**config.mk**
```make
export PLATFORM = sky130hd
export DESIGN_NAME = yolo_frame_streamer
export DESIGN_NICKNAME = d
export VERILOG_FILES = /design/src/rtl/yolo_stream_pkg.sv /design/src/rtl/stream_skid_fifo.sv /design/src/rtl/yolo_frame_streamer.sv
export SDC_FILE = /design/constraint.sdc
export NUM_CORES = 1
export LEC_CHECK = 0
export ABC_AREA = 1
export CAP_MARGIN = 5
export CORE_MARGIN = 1
export CORE_UTILIZATION = 45
export CTS_BUF_LIST = sky130_fd_sc_hd__clkbuf_2
export DETAILED_ROUTE_END_ITERATION = 10
export PLACE_DENSITY = 0.66
export SYNTH_ARGS = -nofsm -noshare
export SYNTH_HDL_FRONTEND = slang
export SYNTH_SLANG_ARGS = --single-unit
```
**constraint.sdc**
```tcl
create_clock -name clk -period 4.62 [get_ports clk]
set_clock_uncertainty 0.2 [all_clocks]
set_input_delay 0.462 -clock clk [delete_from_list [all_inputs] [get_ports clk]]
set_output_delay 0.462 -clock clk [all_outputs]
set_load 0.02 [all_outputs]
```
**src/rtl/yolo_stream_pkg.sv**
```systemverilog
// rtl/yolo_stream_pkg.sv - shared types and default geometry for the YOLO frame streamer
package yolo_stream_pkg;

    typedef enum logic [1:0] {
        ST_IDLE   = 2'd0,
        ST_STREAM = 2'd1,
        ST_DRAIN  = 2'd2,
        ST_DONE   = 2'd3
    } state_t;

    localparam int PIX_W_DEF      = 24;
    localparam int IMG_W_DEF      = 416;
    localparam int IMG_H_DEF      = 416;
    localparam int MAX_FRAMES_DEF = 2;

    localparam int FRAME_PIX = IMG_W_DEF * IMG_H_DEF;
    localparam int ADDR_W    = $clog2(FRAME_PIX * MAX_FRAMES_DEF);
    localparam int FRAME_W   = $clog2(MAX_FRAMES_DEF + 1);

    typedef struct packed {
        logic [PIX_W_DEF-1:0] tdata;
        logic                 tlast;
        logic                 tuser;
    } beat_t;

    function automatic int calc_addr_w(input int img_w, input int img_h, input int max_frames);
        return $clog2(img_w * img_h * max_frames);
    endfunction

endpackage

```
**src/rtl/stream_skid_fifo.sv**
```systemverilog
// rtl/stream_skid_fifo.sv - 2-entry fall-through FIFO holding packed {tdata, tlast, tuser} beats
module stream_skid_fifo
    import yolo_stream_pkg::*;
#(
    parameter int W = $bits(beat_t)
) (
    input  logic         clk,
    input  logic         rst,
    input  logic [W-1:0] i_wdata,
    input  logic         i_push,
    input  logic         i_ready,
    output logic [W-1:0] o_rdata,
    output logic         o_valid,
    output logic [1:0]   o_count
);

    logic [W-1:0] r_mem [2];
    logic         r_wr_ptr;
    logic         r_rd_ptr;
    logic [1:0]   r_count;

    logic w_empty;
    logic w_pop;
    logic w_store;
    logic w_pop_stored;

    // An empty FIFO presents the incoming word directly so the first beat is not delayed.
    assign w_empty      = (r_count == 2'd0);
    assign o_valid      = !w_empty || i_push;
    assign o_rdata      = w_empty ? i_wdata : r_mem[r_rd_ptr];
    assign o_count      = r_count;
    assign w_pop        = o_valid && i_ready;
    assign w_store      = i_push && !(w_empty && w_pop);
    assign w_pop_stored = w_pop && !w_empty;

    always_ff @(posedge clk) begin
        if (w_store) begin
            r_mem[r_wr_ptr] <= i_wdata;
        end
    end

    always_ff @(posedge clk) begin
        if (rst) begin
            r_wr_ptr <= 1'b0;
            r_rd_ptr <= 1'b0;
            r_count  <= 2'd0;
        end else begin
            if (w_store) begin
                r_wr_ptr <= ~r_wr_ptr;
            end
            if (w_pop_stored) begin
                r_rd_ptr <= ~r_rd_ptr;
            end
            r_count <= r_count + {1'b0, w_store} - {1'b0, w_pop_stored};
        end
    end

endmodule

```
**src/rtl/yolo_frame_streamer.sv**
```systemverilog
// rtl/yolo_frame_streamer.sv - multi-frame pixel streamer with detection counting and timeout
module yolo_frame_streamer
    import yolo_stream_pkg::*;
#(
    parameter  int PIX_W          = 24,
    parameter  int IMG_W          = 416,
    parameter  int IMG_H          = 416,
    parameter  int MAX_FRAMES     = 2,
    parameter  int DETS_PER_FRAME = 338,
    parameter  int DET_W          = 16,
    parameter  int TIMEOUT        = 65536,
    localparam int F_PIX          = IMG_W * IMG_H,
    localparam int A_W            = calc_addr_w(IMG_W, IMG_H, MAX_FRAMES),
    localparam int F_W            = $clog2(MAX_FRAMES + 1)
) (
    input  logic             clk,
    input  logic             rst,
    input  logic             start,
    input  logic [F_W-1:0]   num_frames,
    output logic             mem_rd_en,
    output logic [A_W-1:0]   mem_addr,
    input  logic [PIX_W-1:0] mem_rd_data,
    output logic [PIX_W-1:0] m_axis_tdata,
    output logic             m_axis_tvalid,
    input  logic             m_axis_tready,
    output logic             m_axis_tlast,
    output logic             m_axis_tuser,
    input  logic             det_valid,
    output logic             busy,
    output logic             done,
    output logic [DET_W-1:0] det_count,
    output logic             det_timeout
);

    localparam int CNT_W  = A_W + 1;
    localparam int P_W    = $clog2(F_PIX + 1);
    localparam int COL_W  = $clog2(IMG_W + 1);
    localparam int IDLE_W = $clog2(TIMEOUT + 1);
    localparam int BEAT_W = PIX_W + 2;

    state_t r_state;
    state_t w_state_next;

    logic [F_W-1:0]    r_nframes;
    logic [CNT_W-1:0]  r_total;
    logic [CNT_W-1:0]  r_rd_cnt;
    logic [P_W-1:0]    r_rd_p;
    logic [COL_W-1:0]  r_rd_col;
    logic [CNT_W-1:0]  r_acc_cnt;
    logic              r_inflight;
    logic              r_if_tlast;
    logic              r_if_tuser;
    logic              r_det_prev;
    logic [DET_W-1:0]  r_det_count;
    logic [IDLE_W-1:0] r_idle;
    logic              r_timeout;

    logic [F_W-1:0]    w_nf_clamped;
    logic              w_accept;
    logic              w_rd_en;
    logic              w_hs;
    logic              w_last_hs;
    logic              w_det_edge;
    logic [DET_W-1:0]  w_det_next;
    logic [31:0]       w_target;
    logic              w_target_hit;
    logic              w_idle_expired;
    logic              w_timeout_set;
    logic [BEAT_W-1:0] w_fifo_rdata;
    logic              w_fifo_valid;
    logic [1:0]        w_fifo_count;

    assign w_nf_clamped = (num_frames > F_W'(MAX_FRAMES)) ? F_W'(MAX_FRAMES) : num_frames;
    assign w_accept     = (r_state == ST_IDLE) && start;
    assign w_hs         = w_fifo_valid && m_axis_tready;
    assign w_last_hs    = w_hs && (r_acc_cnt == (r_total - CNT_W'(1)));

    assign w_det_edge = det_valid && !r_det_prev &&
                        ((r_state == ST_STREAM) || (r_state == ST_DRAIN));
    assign w_det_next = (w_det_edge && (r_det_count != '1)) ? r_det_count + DET_W'(1) : r_det_count;

    // Completion looks at the post-update count so an edge in the deciding cycle is included.
    assign w_target       = 32'(r_nframes) * 32'(DETS_PER_FRAME);
    assign w_target_hit   = (32'(w_det_next) == w_target);
    assign w_idle_expired = !w_det_edge && (r_idle == IDLE_W'(TIMEOUT - 1));

    always_ff @(posedge clk) begin
        if (rst) begin
            r_state <= ST_IDLE;
        end else begin
            r_state <= w_state_next;
        end
    end

    always_comb begin
        w_state_next  = r_state;
        w_timeout_set = 1'b0;
        w_rd_en       = 1'b0;
        busy          = 1'b0;
        done          = 1'b0;
        unique case (r_state)
            ST_IDLE: begin
                if (start) begin
                    w_state_next = (w_nf_clamped == '0) ? ST_DONE : ST_STREAM;
                end
            end
            ST_STREAM: begin
                busy    = 1'b1;
                w_rd_en = (r_rd_cnt != r_total) &&
                          (({1'b0, w_fifo_count} + {2'b00, r_inflight}) < 3'd2);
                if (w_last_hs) begin
                    w_state_next = ST_DRAIN;
                end
            end
            ST_DRAIN: begin
                busy = 1'b1;
                if (w_target_hit) begin
                    w_state_next = ST_DONE;
                end else if (w_idle_expired) begin
                    w_state_next  = ST_DONE;
                    w_timeout_set = 1'b1;
                end
            end
            ST_DONE: begin
                done         = 1'b1;
                w_state_next = ST_IDLE;
            end
            default: w_state_next = ST_IDLE;
        endcase
    end

    always_ff @(posedge clk) begin
        if (rst) begin
            r_nframes   <= '0;
            r_total     <= '0;
            r_rd_cnt    <= '0;
            r_rd_p      <= '0;
            r_rd_col    <= '0;
            r_acc_cnt   <= '0;
            r_inflight  <= 1'b0;
            r_if_tlast  <= 1'b0;
            r_if_tuser  <= 1'b0;
            r_det_prev  <= 1'b0;
            r_det_count <= '0;
            r_idle      <= '0;
            r_timeout   <= 1'b0;
        end else begin
            r_det_prev <= det_valid;
            r_inflight <= w_rd_en;
            r_if_tlast <= (r_rd_col == COL_W'(IMG_W - 1));
            r_if_tuser <= (r_rd_p == '0);
            if (w_accept) begin
                r_nframes   <= w_nf_clamped;
                r_total     <= CNT_W'(w_nf_clamped) * CNT_W'(F_PIX);
                r_rd_cnt    <= '0;
                r_rd_p      <= '0;
                r_rd_col    <= '0;
                r_acc_cnt   <= '0;
                r_det_count <= '0;
                r_idle      <= '0;
                r_timeout   <= 1'b0;
            end else begin
                if (w_rd_en) begin
                    r_rd_cnt <= r_rd_cnt + CNT_W'(1);
                    r_rd_p   <= (r_rd_p == P_W'(F_PIX - 1)) ? '0 : r_rd_p + P_W'(1);
                    r_rd_col <= (r_rd_col == COL_W'(IMG_W - 1)) ? '0 : r_rd_col + COL_W'(1);
                end
                if (w_hs) begin
                    r_acc_cnt <= r_acc_cnt + CNT_W'(1);
                end
                r_det_count <= w_det_next;
                if (w_det_edge) begin
                    r_idle <= '0;
                end else if (r_state == ST_DRAIN) begin
                    r_idle <= r_idle + IDLE_W'(1);
                end
                if (w_timeout_set) begin
                    r_timeout <= 1'b1;
                end
            end
        end
    end

    stream_skid_fifo #(
        .W(BEAT_W)
    ) u_fifo (
        .clk     (clk),
        .rst     (rst),
        .i_wdata ({mem_rd_data, r_if_tlast, r_if_tuser}),
        .i_push  (r_inflight),
        .i_ready (m_axis_tready),
        .o_rdata (w_fifo_rdata),
        .o_valid (w_fifo_valid),
        .o_count (w_fifo_count)
    );

    // Payload is forced to zero while no beat is offered so idle outputs read as 0.
    assign m_axis_tvalid = w_fifo_valid;
    assign {m_axis_tdata, m_axis_tlast, m_axis_tuser} = w_fifo_valid ? w_fifo_rdata : '0;
    assign mem_rd_en     = w_rd_en;
    assign mem_addr      = r_rd_cnt[A_W-1:0];
    assign det_count     = r_det_count;
    assign det_timeout   = r_timeout;

endmodule

```
==> out/qor.csv <==
stage;metric;value;unit
run_status;status;complete, no violations;
synth;Synth area leader;dfxtp_1;
worst_hold_path;hold depth;3;
sta;Hold Fails Final Rpt;0;
pwr;Max VDD drop;0.000157;V
critical_path;FF-to-FF End;r_state[0]$_SDFFE_PP0P_;
worst_hold_path;Worst Hold Class;primary input to register;
critical_path;startpoint types;register;
cts;setup bufs post-CTS;0;
sta;Worst-Margin Slew;0.873;ns
cells_and_area;P&R area growth vs syn;14.9;%
critical_path;reg-to-reg slack, setup;1.58;ns
synth;Synth cell types;44;
global_route;grt ovf;0;
sta;Final period util;81.2;%
critical_path;WP data required;3.96;ns
cts;Post-CTS Resized;0;
synth;synthesized area;0.00885;mm2
sta;worst setup margin;0.868;ns
route;WL final;19800;um
sta;Slew headroom;41.6;%
cells_and_area;fin nets;1286;
cts;Clock Path Buffers;2;
pwr;Design Power;3.27;mW
critical_path;peak fanout along the critical path;19;
critical_path;Worst R2R Path Depth;15;
sta;RSZ-0062 raised after global routing;false;
job;Max Cap Viol;0;
worst_hold_path;Hold Path Sink;r_det_prev$_SDFF_PP0_;
cts;CTS Root Cell;clkbuf_2;
sta;Fmax;266;MHz
route;DR WL/cell;13.1;um
route;Initial DRC Count;391;
global_route;vias in the first global route;6927;
synth;syn_nets;1214;
critical_path;critical path arrival;3.09;ns
synth;Area contributors post-synth;dfxtp_1 (26%), edfxtp_1 (18%), nand2_1 (9.2%), inv_1 (7.0%), nor2_1 (5.2%);
place;Detailed Place HPWL;14600;um
sta;min Tclk post-route;3.75;ns
synth;asr flop ratio synth;0;%
floorplanning;Die H;142;um
pwr;Leak Pwr;3.86;nW
synth;FF+latch count, synth;166;
critical_path;crit end category;output pin;
synth;EDFF count, synth;52;
global_route;largest net degree at the start of global routing;38;
place;Placed Area;0.00992;mm2
cts;CTS clk-pin slew, worst paths;0.23;ns
critical_path;reg-to-reg critical path startpoint;r_state[1]$_SDFFE_PP0P_;
route;Initial DRT Pass Iterations;5;
route;drt via density;4.99;
worst_hold_path;hold_sp;det_valid;
place;routability cong.;0.893;
floorplanning;Die W;142;um
floorplanning;Core Footprint;0.0190;mm2
route;routed vias;7531;
synth;Ys Warns;0;
cts;CTS H-Tree Depth;4;
global_route;initial antenna violation count;1;
synth;share of the synthesized area in the top cell type;25.8;%
floorplanning;Initial Util;46.6;%
sta;final slew viol count;0;
floorplanning;total I/O pin count;97;
synth;Synth Area per Inst;7.61;um2
cts;CTS sink cnt;166;
route;DRT antenna net count;0;
synth;Post-Syn Instances;1164;
synth;Synth Flop Type;dfxtp_1;
place;port buffer count;96;
synth;Seq/Total Area, Yosys;43.4;%
cts;CTS buffer count;17;
critical_path;CP Class;register to output pin;
global_route;GRT Resource Usage Total;20.5;%
floorplanning;Row Count;50;
sta;hold slack;0.0893;ns
global_route;first-pass GRT wire length;33300;um
place;setup slack at placement;1.49;ns
cells_and_area;Final Cell Area;0.0102;mm2
cells_and_area;Filler cells;1875;
cells_and_area;layout cells sized above 1;8.25;%
route;DRC errors left;0;
sta;Total Negative Setup Slacks;0;ns
pwr;PD cells;321;mW/mm2
floorplanning;Die Area;0.0202;mm2
cts;TritonCTS clock tree;built;
cts;hold_buf cts;0;
sta;setup violators final;0;
cts;Skew-Pair Late Insertion Delay;0.74;ns
==> logic make-up (layout without fill, tap and decap cells) <==
logic type	Yosys count	in the layout	synth area share, %
flip-flops	166	166	43.4
buffers and inverters	224	309	10.6
adder cells (fa/ha/maj)	19	19	2.69
AO/OA/AOI/OAI	189	189	11.0
XOR/XNOR	38	38	3.76
AND/OR/NAND/NOR	502	502	25.2
other	0	1	0
multiplexers	26	26	3.31
==> sequential cells by signal (all words and copies together) (netlist names), 2 cells and up, named ones only <==
name and flops:
r_idle 17, r_rd_cnt 20, r_rd_p 18, r_rd_col 9, r_acc_cnt 20, det_count 16
u_fifo.r_mem 52, u_fifo.o_count 2, r_state 2
==> final cells by class <==
cell class / instances / area (um2) / area share (%)
clock inverters: 14 / 164 / 1.61
multi-input cells: 774 / 4080 / 40.1
diodes: 1 / 2.50 / 0.0246
inverters: 173 / 651 / 6.39
flip-flops and latches: 166 / 3840 / 37.8
repair buffers: 104 / 1020 / 10.0
well taps: 260 / 325 / 3.20
clock buffers: 18 / 90.1 / 0.885
==> worst max-delay path: stages, from the launching register on <==
cell and delay (ns):
dfxtp_1 0.38, inv_1 0.26, nand3_1 0.12, nor3_1 0.14, a31oi_1 0.06, nor2_1 0.12, nand4_1 0.10, nand2_1 0.57
inv_2 0.07, clkdlybuf4s50_1 0.56
==> metrics by stage <==
step	cells	utilization (%)
2_1_floorplan	1164	-
3_3_place_gp	1477	52.2
3_5_place_dp	1477	52.2
4_1_cts	1509	53.5
5_1_grt	1510	53.5
6_report	1510	53.5
==> metal layers <==
metal,up-vias,global-route usage [%],wire [um]
met5,-,0,0
met4,0,6.40,286
met3,22,3.60,1030
met2,166,33.5,9100
met1,3417,27.6,9410
li1,3926,-,-
==> worst max-delay path by stage <==
stage / slack [ns] / end / startpoint / cells after the start
2_1_floorplan: 2.14 / u_fifo.r_mem[1][0]$_DFFE_PP_ / m_axis_tready / 3
3_3_place_gp: 1.55 / r_state[1]$_SDFFE_PP0P_ / det_valid / 14
3_5_place_dp: 1.49 / r_state[1]$_SDFFE_PP0P_ / det_valid / 14
4_1_cts: 0.75 / mem_rd_en / r_total[18]$_SDFFE_PP0P_ / 9
5_1_grt: 0.58 / mem_rd_en / r_total[18]$_SDFFE_PP0P_ / 9
6_report: 0.87 / mem_rd_en / r_total[18]$_SDFFE_PP0P_ / 9
==> power breakdown <==
part / total [mW] / switching, mW / internal (mW)
Combinational: 0.840 / 0.528 / 0.312
Sequential: 1.62 / 0.0570 / 1.56
Clock: 0.813 / 0.547 / 0.266
Total: 3.27 / 1.13 / 2.14
==> cell usage in the layout, fill, tap and decap left out, drive strengths merged <==
master         synthesis  final
nand2                232    232
inv                  171    178
nor2                 126    126
dfxtp                114    114
clkdlybuf4s50          0     96
o21ai                 96     96
a21oi                 82     82
nand3                 56     56
edfxtp                52     52
nor3                  28     28
nand4                 27     27
mux2                  26     26
xor2                  26     26
ha                    19     19
clkbuf                24     18
nor4                  16     16
xnor2                 12     12
buf                   27      8
or2                    6      6
a211oi                 4      4
nand3b                 4      4
clkinv                 2      4
o21a                   3      3
nor3b                  3      3
clkinvlp               0      3
a31oi                  2      2
and3                   2      2
bufinv                 0      2
diode                  0      1
and2                   1      1
a21boi                 1      1
a41oi                  1      1
or4                    1      1
==> Yosys cell counts (all sizes together), types with 2 or more instances <==
master    n
nand3b    4
ha       19
a21oi    82
nand3    56
or2       6
clkbuf   24
dfxtp   114
nand4    27
a211oi    4
mux2     26
edfxtp   52
buf      27
nor4     16
xnor2    12
clkinv    2
o21ai    96
nor3b     3
nor2    126
o21a      3
nand2   232
and3      2
a31oi     2
nor3     28
inv     171
xor2     26
Note: power is estimated with default switching activity, not from simulation.
